**config.mk**
```make
export PLATFORM = sky130hd
export DESIGN_NAME = sere64_serializer
export DESIGN_NICKNAME = d
export VERILOG_FILES = /design/src/rtl/dese_pkg.sv /design/src/rtl/sere64_hold.sv /design/src/rtl/sere64_serializer.sv
export SDC_FILE = /design/constraint.sdc
export NUM_CORES = 1
export LEC_CHECK = 0
export BUFFER_PORTS_ARGS = -buffer_cell sky130_fd_sc_hd__clkbuf_2
export CORE_UTILIZATION = 30
export DETAILED_ROUTE_END_ITERATION = 6
export PLACE_DENSITY_LB_ADDON = 0.15
export SLEW_MARGIN = 20
export SYNTH_ARGS = -nofsm -noshare
export SYNTH_HDL_FRONTEND = slang
export SYNTH_SLANG_ARGS = --single-unit
```
**constraint.sdc**
```tcl
create_clock -name clk -period 2.8 [get_ports clk]
set_input_delay 0.14 -clock clk [delete_from_list [all_inputs] [get_ports clk]]
set_output_delay 0.14 -clock clk [all_outputs]
set_load 0.005 [all_outputs]
```
**src/rtl/dese_pkg.sv**
```systemverilog
// Shared definitions for the sign-bit slice link (serializer and deserializer sides).
// Word bit 0 is the first bit on the wire, hence the ascending word range.
package dese_pkg;

    localparam int WIDTH = 64;
    localparam int CNT_W = $clog2(WIDTH) + 1;

    typedef logic [0:WIDTH-1] sign_word_t;
    typedef logic [CNT_W-1:0] sign_size_t;

    typedef enum logic [1:0] {
        IDLE  = 2'd0,
        SHIFT = 2'd1,
        END   = 2'd2
    } ser_state_t;

    localparam sign_size_t SIZE_MAX = sign_size_t'(WIDTH);
    localparam sign_size_t SIZE_ONE = sign_size_t'(1);

    // Oversized counts are treated as a full word.
    function automatic sign_size_t clamp_size(input sign_size_t s);
        return (s > SIZE_MAX) ? SIZE_MAX : s;
    endfunction

endpackage

```
**src/rtl/sere64_hold.sv**
```systemverilog
// One-word holding buffer in front of the shifter. Ready is asserted when empty or when
// the shifter takes the held word this cycle, so a new word can land without a bubble.
module sere64_hold
    import dese_pkg::*;
(
    input  logic             clk,
    input  logic             rst_i,
    input  logic             clk_en_i,
    input  logic [0:WIDTH-1] word_i,
    input  logic [CNT_W-1:0] size_i,
    input  logic             last_i,
    input  logic             wr_i,
    input  logic             drain_i,
    output logic             rdy_o,
    output logic             full_o,
    output logic [0:WIDTH-1] word_o,
    output logic [CNT_W-1:0] size_o,
    output logic             last_o
);

    logic       full_q, full_d;
    sign_word_t word_q, word_d;
    sign_size_t size_q, size_d;
    logic       last_q, last_d;
    logic       accept;

    always_comb begin
        rdy_o  = !full_q || drain_i;
        accept = wr_i && rdy_o && clk_en_i;
        full_d = full_q;
        word_d = word_q;
        size_d = size_q;
        last_d = last_q;
        if (accept) begin
            full_d = 1'b1;
            word_d = word_i;
            size_d = clamp_size(size_i);
            last_d = last_i;
        end else if (clk_en_i && drain_i) begin
            full_d = 1'b0;
        end
    end

    always_ff @(posedge clk) begin
        if (rst_i) begin
            full_q <= 1'b0;
            word_q <= '0;
            size_q <= '0;
            last_q <= 1'b0;
        end else begin
            full_q <= full_d;
            word_q <= word_d;
            size_q <= size_d;
            last_q <= last_d;
        end
    end

    assign full_o = full_q;
    assign word_o = word_q;
    assign size_o = size_q;
    assign last_o = last_q;

endmodule

```
**src/rtl/sere64_serializer.sv**
```systemverilog
// Transmit side of the sign-bit slice link: streams buffered words one bit per cycle and
// closes each slice with a one-cycle slice_end pulse. All outputs are registered.
module sere64_serializer
    import dese_pkg::*;
(
    input  logic             clk,
    input  logic             rst,
    input  logic             clk_en,
    input  logic [0:WIDTH-1] word_in,
    input  logic [CNT_W-1:0] size_in,
    input  logic             last_in,
    input  logic             word_wr,
    output logic             word_rdy,
    input  logic             sign_stall,
    output logic             sign_out,
    output logic             sign_wr,
    output logic             slice_end,
    output logic             busy
);

    ser_state_t state_q, state_d;
    sign_word_t shift_q, shift_d;
    sign_size_t rem_q, rem_d;
    logic       last_q, last_d;
    logic       sign_out_q, sign_out_d;
    logic       sign_wr_q, sign_wr_d;
    logic       slice_end_q, slice_end_d;

    logic       hold_full;
    sign_word_t hold_word;
    sign_size_t hold_size;
    logic       hold_last;
    logic       word_done;
    logic       drain;
    ser_state_t load_state;
    sign_word_t shift_adv;

    sere64_hold u_hold (
        .clk      (clk),
        .rst_i    (rst),
        .clk_en_i (clk_en),
        .word_i   (word_in),
        .size_i   (size_in),
        .last_i   (last_in),
        .wr_i     (word_wr),
        .drain_i  (drain),
        .rdy_o    (word_rdy),
        .full_o   (hold_full),
        .word_o   (hold_word),
        .size_o   (hold_size),
        .last_o   (hold_last)
    );

    for (genvar gi = 0; gi < WIDTH - 1; gi++) begin : g_shift
        assign shift_adv[gi] = shift_q[gi+1];
    end
    assign shift_adv[WIDTH-1] = 1'b0;

    // The shifter pulls the held word when idle, after a slice terminator, or on the
    // same edge that emits the final bit of a non-last word (keeps the stream gapless).
    assign word_done = (state_q == SHIFT) && !sign_stall && (rem_q == SIZE_ONE);
    assign drain     = hold_full && ((state_q == IDLE) || (state_q == END) ||
                                     (word_done && !last_q));

    always_comb begin
        load_state = IDLE;
        if (hold_size != '0) begin
            load_state = SHIFT;
        end else if (hold_last) begin
            load_state = END;
        end
    end

    always_comb begin
        state_d     = state_q;
        shift_d     = shift_q;
        rem_d       = rem_q;
        last_d      = last_q;
        sign_out_d  = sign_out_q;
        sign_wr_d   = sign_wr_q;
        slice_end_d = slice_end_q;
        if (clk_en) begin
            sign_wr_d   = 1'b0;
            slice_end_d = 1'b0;
            case (state_q)
                IDLE: begin
                    if (drain) begin
                        state_d = load_state;
                    end
                end
                SHIFT: begin
                    if (!sign_stall) begin
                        sign_wr_d  = 1'b1;
                        sign_out_d = shift_q[0];
                        shift_d    = shift_adv;
                        rem_d      = rem_q - SIZE_ONE;
                        if (rem_q == SIZE_ONE) begin
                            if (last_q) begin
                                state_d = END;
                            end else if (drain) begin
                                state_d = load_state;
                            end else begin
                                state_d = IDLE;
                            end
                        end
                    end
                end
                END: begin
                    slice_end_d = 1'b1;
                    state_d     = drain ? load_state : IDLE;
                end
                default: state_d = IDLE;
            endcase
            if (drain) begin
                shift_d = hold_word;
                rem_d   = hold_size;
                last_d  = hold_last;
            end
        end
    end

    always_ff @(posedge clk) begin
        if (rst) begin
            state_q     <= IDLE;
            shift_q     <= '0;
            rem_q       <= '0;
            last_q      <= 1'b0;
            sign_out_q  <= 1'b0;
            sign_wr_q   <= 1'b0;
            slice_end_q <= 1'b0;
        end else begin
            state_q     <= state_d;
            shift_q     <= shift_d;
            rem_q       <= rem_d;
            last_q      <= last_d;
            sign_out_q  <= sign_out_d;
            sign_wr_q   <= sign_wr_d;
            slice_end_q <= slice_end_d;
        end
    end

    assign sign_out  = sign_out_q;
    assign sign_wr   = sign_wr_q;
    assign slice_end = slice_end_q;
    assign busy      = hold_full || (state_q != IDLE);

endmodule
```
==> flow_summary_export.csv, run 1 <==
group,metric,value,unit
setup_path,path_buf_inv,4,
pwr,p_leak,0.00290,µW
sta,tns,0,ns
min_path,hp-class,"input port to flop",
clock_tree,cts_buffers,17,
grt,grt_pass1_wl,30.5,mm
setup_path,reg2reg_from,"rem_q[1]",
synthesis,ys_types,47,
detailed_routing,drt_iter0_markers,370,
detailed_routing,detail_route.wirelength,18.2,mm
setup_path,crit_slowest_cell,"or3b_2",
setup_path,slowest_delay,0.49,ns
sta,hold_violations,0,
synthesis,synth_area_leaders,"dfxtp_1 (46%), nor3_1 (10%), nor4_1 (6.4%)",
detailed_routing,first_pass_iters,4,
synthesis,synth.ff_latch_count,150,
detailed_routing,drc,0,
synthesis,muxShareOfSynthArea,0.308,%
synthesis,synth_largest_area_cell,"dfxtp_1",
detailed_routing,ant_nets,0,
placement,dp.cells,1099,
floorplan,pin_count,82,
synthesis,synth.net_count,891,
synthesis,async_flop_share,0,%
setup_path,crit_required,2.66,ns
setup_path,start_kind,"flop",
sta,relSlewSlack,49.9,%
setup_path,cp_cell_sequence,"inv_1 -> ha_1 -> or3b_2 -> o311a_2 -> clkinv_2 -> buf_6 -> clkbuf_2",
placement,routabilityCongestion,0.760,
synthesis,syn_avg_cell_area,8.01,µm²
setup_path,reg2reg_to,"u_hold.word_o[21]",
synthesis,synth_common_cells,"dfxtp_1 (150), nor3_1 (133), a21oi_1 (83), o21ai_0 (76), nand3_1 (70)",
clock_tree,cts.sinks,150,
pwr,powerDensity,609,nW/µm²
floorplan,start_util,30.7,%
sta,finalSetupViolCount,0,
cells_and_area,nets,992,
floorplan,die-area,22300,µm²
synthesis,synth_top_area_share,46.2,%
clock_tree,path_clk_slew,0.06,ns
synthesis,synthFlopType,"dfxtp_1",
sta,drv_slew,0,
clock_tree,cts_htree_levels,4,
setup_path,worstPathMaxFanout,39,
setup_path,crit_type,"flop to output port",
sta,tightest_slew,0.751,ns
synthesis,synth.most_common_cell,"dfxtp_1",
grt,grt_max_degree,74,
floorplan,die_y,149,µm
detailed_routing,vias_per_cell,5.09,
setup_path,cp.arrival,2.51,ns
cells_and_area,stdcell_count,1201,
floorplan,rows,53,
grt,grt_pass1_vias,5956,
placement,dp_hpwl,10.3,mm
sta,skew,0.0117,ns
min_path,min_from,"size_in[5]",
clock_tree,root_buffer,"clkbuf_16",
setup_path,reg2reg_depth,7,
detailed_routing,vias,6110,
cells_and_area,layout-drive-gt1-share,16.3,%
synthesis,synth_simple_gate_area_share,30.3,%
synthesis,synth_compound_area_share,15.3,%
synthesis,synth_top_family_by_area,"simple AND/OR/NAND/NOR gates",
cells_and_area,num-fill-cells,2209,
sta,rsz0062_at_grt,"false",
min_path,worstHoldEndpoint,"u_hold.size_o[5]",
placement,portBuffers,81,
job,cap_violations,0,
sta,finalCritPeriodShare,94.6,%
setup_path,critPathTopFamily,"buffers and inverters",
synthesis,synthAdderAreaFrac,0.385,%
min_path,hold_depth,3,
cells_and_area,areaGrowthSynthToFinish,28.2,%
sta,max_freq,377,MHz
outcome,status,"finished clean",
grt,grt.overflow.total,0,
grt,antenna_found_initial,0,
clock_tree,worstSkewPairLatency,0.42,ns
setup_path,rrSetupSlack,0.44,ns
pwr,ir_worst_vdd,350,µV
synthesis,synth_xor_area_share,0,%
synthesis,syn_inst,812,
floorplan,core_area,21200,µm²
synthesis,ys_seq_area_share,46.2,%
clock_tree,cts_setup_buffers,0,
sta,fin_crit,2.65,ns
grt,grt_use_total,17.1,%
detailed_routing,wl_per_cell,15.2,µm
clock_tree,cts_tree,"built",
floorplan,fp.dieW,149,µm
synthesis,synth-edff-count,0,
setup_path,worst_setup_path_end_kind,"output port",
cells_and_area,diodes,0,
clock_tree,clock_path_buffers,2,
synthesis,ys_warn_count,0,
synthesis,synth.cell_area,6500,µm²
cell families (layout without fill, tap and decap cells):
logic type / after synthesis / after routing
AO/OA/AOI/OAI: 182 / 182
AND/OR/NAND/NOR: 378 / 378
multiplexers: 2 / 2
adder cells (fa/ha/maj): 2 / 2
buffers and inverters: 98 / 212
flip-flops: 150 / 150
timing repair:
item | 4_1_cts | 5_1_grt
resized for setup | 0 | 1
endpoints found under the hold margin | 70 | 0
hold buffers | 70 | 0
setup endpoints to repair | 0 | 1
layout make-up:
type                       count  area, µm²  share of cell area (%)
multi-input combinational    564       3020                    36.2
sequential                   150       3000                    36.0
timing repair buffer         171       1340                    16.0
clock buffer                  17        425                    5.10
tap                          275        344                    4.13
clock inverter                15        170                    2.04
inverter                       9       35.0                   0.420
routing by layer:
metal	part of all wire, %	track usage, %
met5	0	0
met2	45	26.8
met4	0.36	3.88
met3	3.5	3.85
met1	51	23.6
worst max path at each step:
| stage | from | endpoint | cells after the start |
|---|---|---|---|
| final | rem_q[1] | word_rdy | 7 |
| after global routing | rem_q[1] | word_rdy | 7 |
| after CTS | rem_q[1] | word_rdy | 7 |
| after detailed placement | rem_q[1] | u_hold.size_o[0] | 8 |
| after global placement | rem_q[1] | u_hold.size_o[0] | 8 |
| after floorplan | rem_q[1] | rem_q[3] | 8 |
per-stage QoR:
step                      area [µm²]  util [%]  hold slack [ns]  power, µW  worst slack (ns)
after floorplan                 6500         -            0.288       2600             0.774
after global placement          7040      33.3            0.381       2740             0.439
after detailed placement        7040      33.3            0.382       2740             0.393
after CTS                       8330      39.4           0.0212       5140            0.0173
after global routing            8340      39.4           0.0516       5300            0.0226
final                           8340      39.4           0.0374       5080             0.150
flip-flops by register name, summed over array words and instances (netlist names):
name           cells
rem_q              7
shift_q           64
sign_wr            1
u_hold.full_o      1
u_hold.last_o      1
last_q             1
slice_end          1
sign_out           1
u_hold.word_o     64
u_hold.size_o      7
state_q            2
worst reg2reg max path: stages, from the launching register on:
cell and delay (ns):
dfxtp_1 0.32, inv_1 0.08, ha_1 0.15, or3b_2 0.49, o311a_2 0.47, buf_4 0.36
o21ai_0 0.27, a21oi_1 0.09
report_power, final:
part,switching [µW],internal [µW],total (µW)
logic,266,228,494
registers,51.0,2220,2270
clock network,974,1340,2310
total,1290,3790,5080
cell usage in the layout, fill, tap and decap left out, types with 3 or more instances in the layout:
cell type,count
dfxtp_1,150
nor3_1,133
a21oi_1,83
clkbuf_2,80
o21ai_0,76
nand3_1,70
dlygate4sd3_1,70
nor2_1,68
nor4_1,67
clkbuf_16,17
buf_4,14
inv_1,8
nand4b_1,6
nand2_1,6
buf_12,6
or3_1,3
or3b_2,3
clkinv_2,3
nand2b_1,3
a31oi_1,3
clkinv_4,3
clkinvlp_4,3
inv_8,3
Power figures use the tool's default switching activity.
==> run 2, diff against run 1 <==
--- a/config.mk
+++ b/config.mk
@@ -9,7 +9,6 @@
 export CORE_UTILIZATION = 30
 export DETAILED_ROUTE_END_ITERATION = 6
 export PLACE_DENSITY_LB_ADDON = 0.15
-export SLEW_MARGIN = 20
 export SYNTH_ARGS = -nofsm -noshare
 export SYNTH_HDL_FRONTEND = slang
 export SYNTH_SLANG_ARGS = --single-unit
==> constraint.sdc (replaced) <==
create_clock -name clk -period 2.77 [get_ports clk]
set_input_delay 0.1385 -clock clk [delete_from_list [all_inputs] [get_ports clk]]
set_output_delay 0.1385 -clock clk [all_outputs]
set_load 0.005 [all_outputs]
==> flow_summary_export.csv, run 2 (synthesis results as in run 1) <==
group,metric,value,unit
outcome,status,"finished clean",
sta,max_freq,383,MHz
detailed_routing,first_pass_iters,4,
sta,drv_slew,0,
grt,grt_use_total,17.2,%
clock_tree,path_clk_slew,0.07,ns
clock_tree,cts_setup_buffers,0,
grt,grt.overflow.total,0,
clock_tree,cts_tree,"built",
placement,portBuffers,81,
sta,fin_crit,2.61,ns
setup_path,cp_cell_sequence,"inv_1 -> ha_1 -> or3b_2 -> o311a_2 -> clkinv_2 -> buf_8 -> clkbuf_2",
clock_tree,cts.sinks,150,
setup_path,crit_required,2.63,ns
detailed_routing,drt_iter0_markers,369,
grt,grt_pass1_wl,30.3,mm
detailed_routing,wl_met2,8.37,mm
floorplan,pin_count,82,
grt,grt_pass1_vias,5836,
clock_tree,cts_buffers,17,
cells_and_area,areaGrowthSynthToFinish,28.4,%
setup_path,cp.arrival,2.48,ns
detailed_routing,drc,0,
floorplan,core_area,21200,µm²
placement,routabilityCongestion,0.792,
detailed_routing,vias,6185,
job,cap_violations,0,
detailed_routing,wl_met1,9.12,mm
setup_path,slowest_delay,0.49,ns
sta,rsz0062_at_grt,"false",
sta,skew,0.0109,ns
placement,preCtsSetupSlack,0.391,ns
cells_and_area,nets,991,
detailed_routing,ant_nets,0,
detailed_routing,wl_per_cell,15.3,µm
cells_and_area,layout_common_cells,"dfxtp_1 (150), nor3_1 (133), a21oi_1 (83), clkbuf_2 (80), o21ai_0 (76)",
floorplan,die-area,22300,µm²
sta,relSlewSlack,48.6,%
sta,hold_violations,0,
placement,dpl_cell_area,7050,µm²
sta,tns,0,ns
setup_path,crit_type,"flop to output port",
sta,finalSetupViolCount,0,
setup_path,path_buf_inv,4,
sta,tightest_slew,0.771,ns
detailed_routing,wl_met3,653,µm
pwr,powerDensity,614,nW/µm²
grt,grt_max_degree,74,
setup_path,worstPathMaxFanout,39,
clock_tree,root_buffer,"clkbuf_16",
clock_tree,cts_htree_levels,4,
floorplan,start_util,30.7,%
clock_tree,clock_path_buffers,2,
setup_path,start_kind,"flop",
placement,dp_hpwl,10.3,mm
detailed_routing,vias_per_cell,5.16,
floorplan,die_y,149,µm
cells_and_area,diodes,0,
clock_tree,worstSkewPairLatency,0.43,ns
sta,worst_slack,0.156,ns
min_path,hp-class,"input port to flop",
cells_and_area,fin_util,39.5,%
setup_path,crit_slowest_cell,"or3b_2",
detailed_routing,detail_route.wirelength,18.3,mm
cells_and_area,final_cell_area,8350,µm²
setup_path,worst_setup_path_end_kind,"output port",
sta,finalCritPeriodShare,94.4,%
detailed_routing,top_layer_used,"met4",
cells_and_area,layout-drive-gt1-share,16.1,%
grt,antenna_found_initial,0,
pwr,ir_worst_vdd,400,µV
floorplan,rows,53,
cells_and_area,final_common_cell,"dfxtp_1",
setup_path,critPathTopFamily,"buffers and inverters",
pwr,p_leak,0.00290,µW
floorplan,fp.dieW,149,µm
## run 2: cell count changes in the layout (fill, tap and decap cells not counted), sizes merged
cell | previous run | this run
buf | 21 | 20
clkbuf | 97 | 98
clkinv | 6 | 7
inv | 13 | 10
## run 2: layout make-up
cell class | count | area [µm²]
sequential | 150 | 3000
clock buffer | 18 | 439
tap | 275 | 344
timing repair buffer | 170 | 1360
multi-input combinational | 564 | 3020
clock inverter | 13 | 151
inverter | 9 | 35.0
fill | 2166 | 12800
## run 2: per-stage QoR
stage / hold WS [ns] / total power [µW] / cells
6_report: 0.0271 / 5130 / 1199
5_1_grt: 0.0364 / 5340 / 1199
4_1_cts: 0.0157 / 5180 / 1199
3_5_place_dp: 0.378 / 2780 / 1098
3_3_place_gp: 0.376 / 2780 / 1098
2_1_floorplan: 0.286 / 2630 / 812
## run 2: worst paths after layout
kind	to	startpoint	slack [ns]	depth (start not counted)
setup reg to reg	u_hold.word_o[30]	rem_q[1]	0.37	7
setup / recovery	word_rdy	rem_q[1]	0.16	7
hold reg to reg	slice_end	slice_end	0.46	2
hold / removal	u_hold.size_o[5]	size_in[5]	0.03	3
## run 2: what timing repair did
item	in CTS	in global routing
pin swaps	0	0
hold endpoints to repair	70	0
hold buffers	70	0
cloned	0	0
gates resized for setup	1	1
setup endpoints to repair	1	1
## run 2: power breakdown
part           switching, µW  leakage (µW)  internal, µW
Combinational            271       0.00140           234
Clock                    970      0.000280          1360
Sequential              51.5       0.00122          2250
Total                   1290       0.00290          3840
## run 2: per-layer routing
metal	global-route usage [%]	vias up
met1	23.1	2892
met2	27.7	107
met5	0	-
met3	3.70	13
met4	4.85	0
li1	-	3173
## run 2: tightest hold or removal path: cells and delay by family
| family | cells | cell delay, ns |
|---|---|---|
| buf+inv | 1 | 0.11 |
| simple gates | 1 | 0.10 |
| compound gates | 1 | 0.06 |
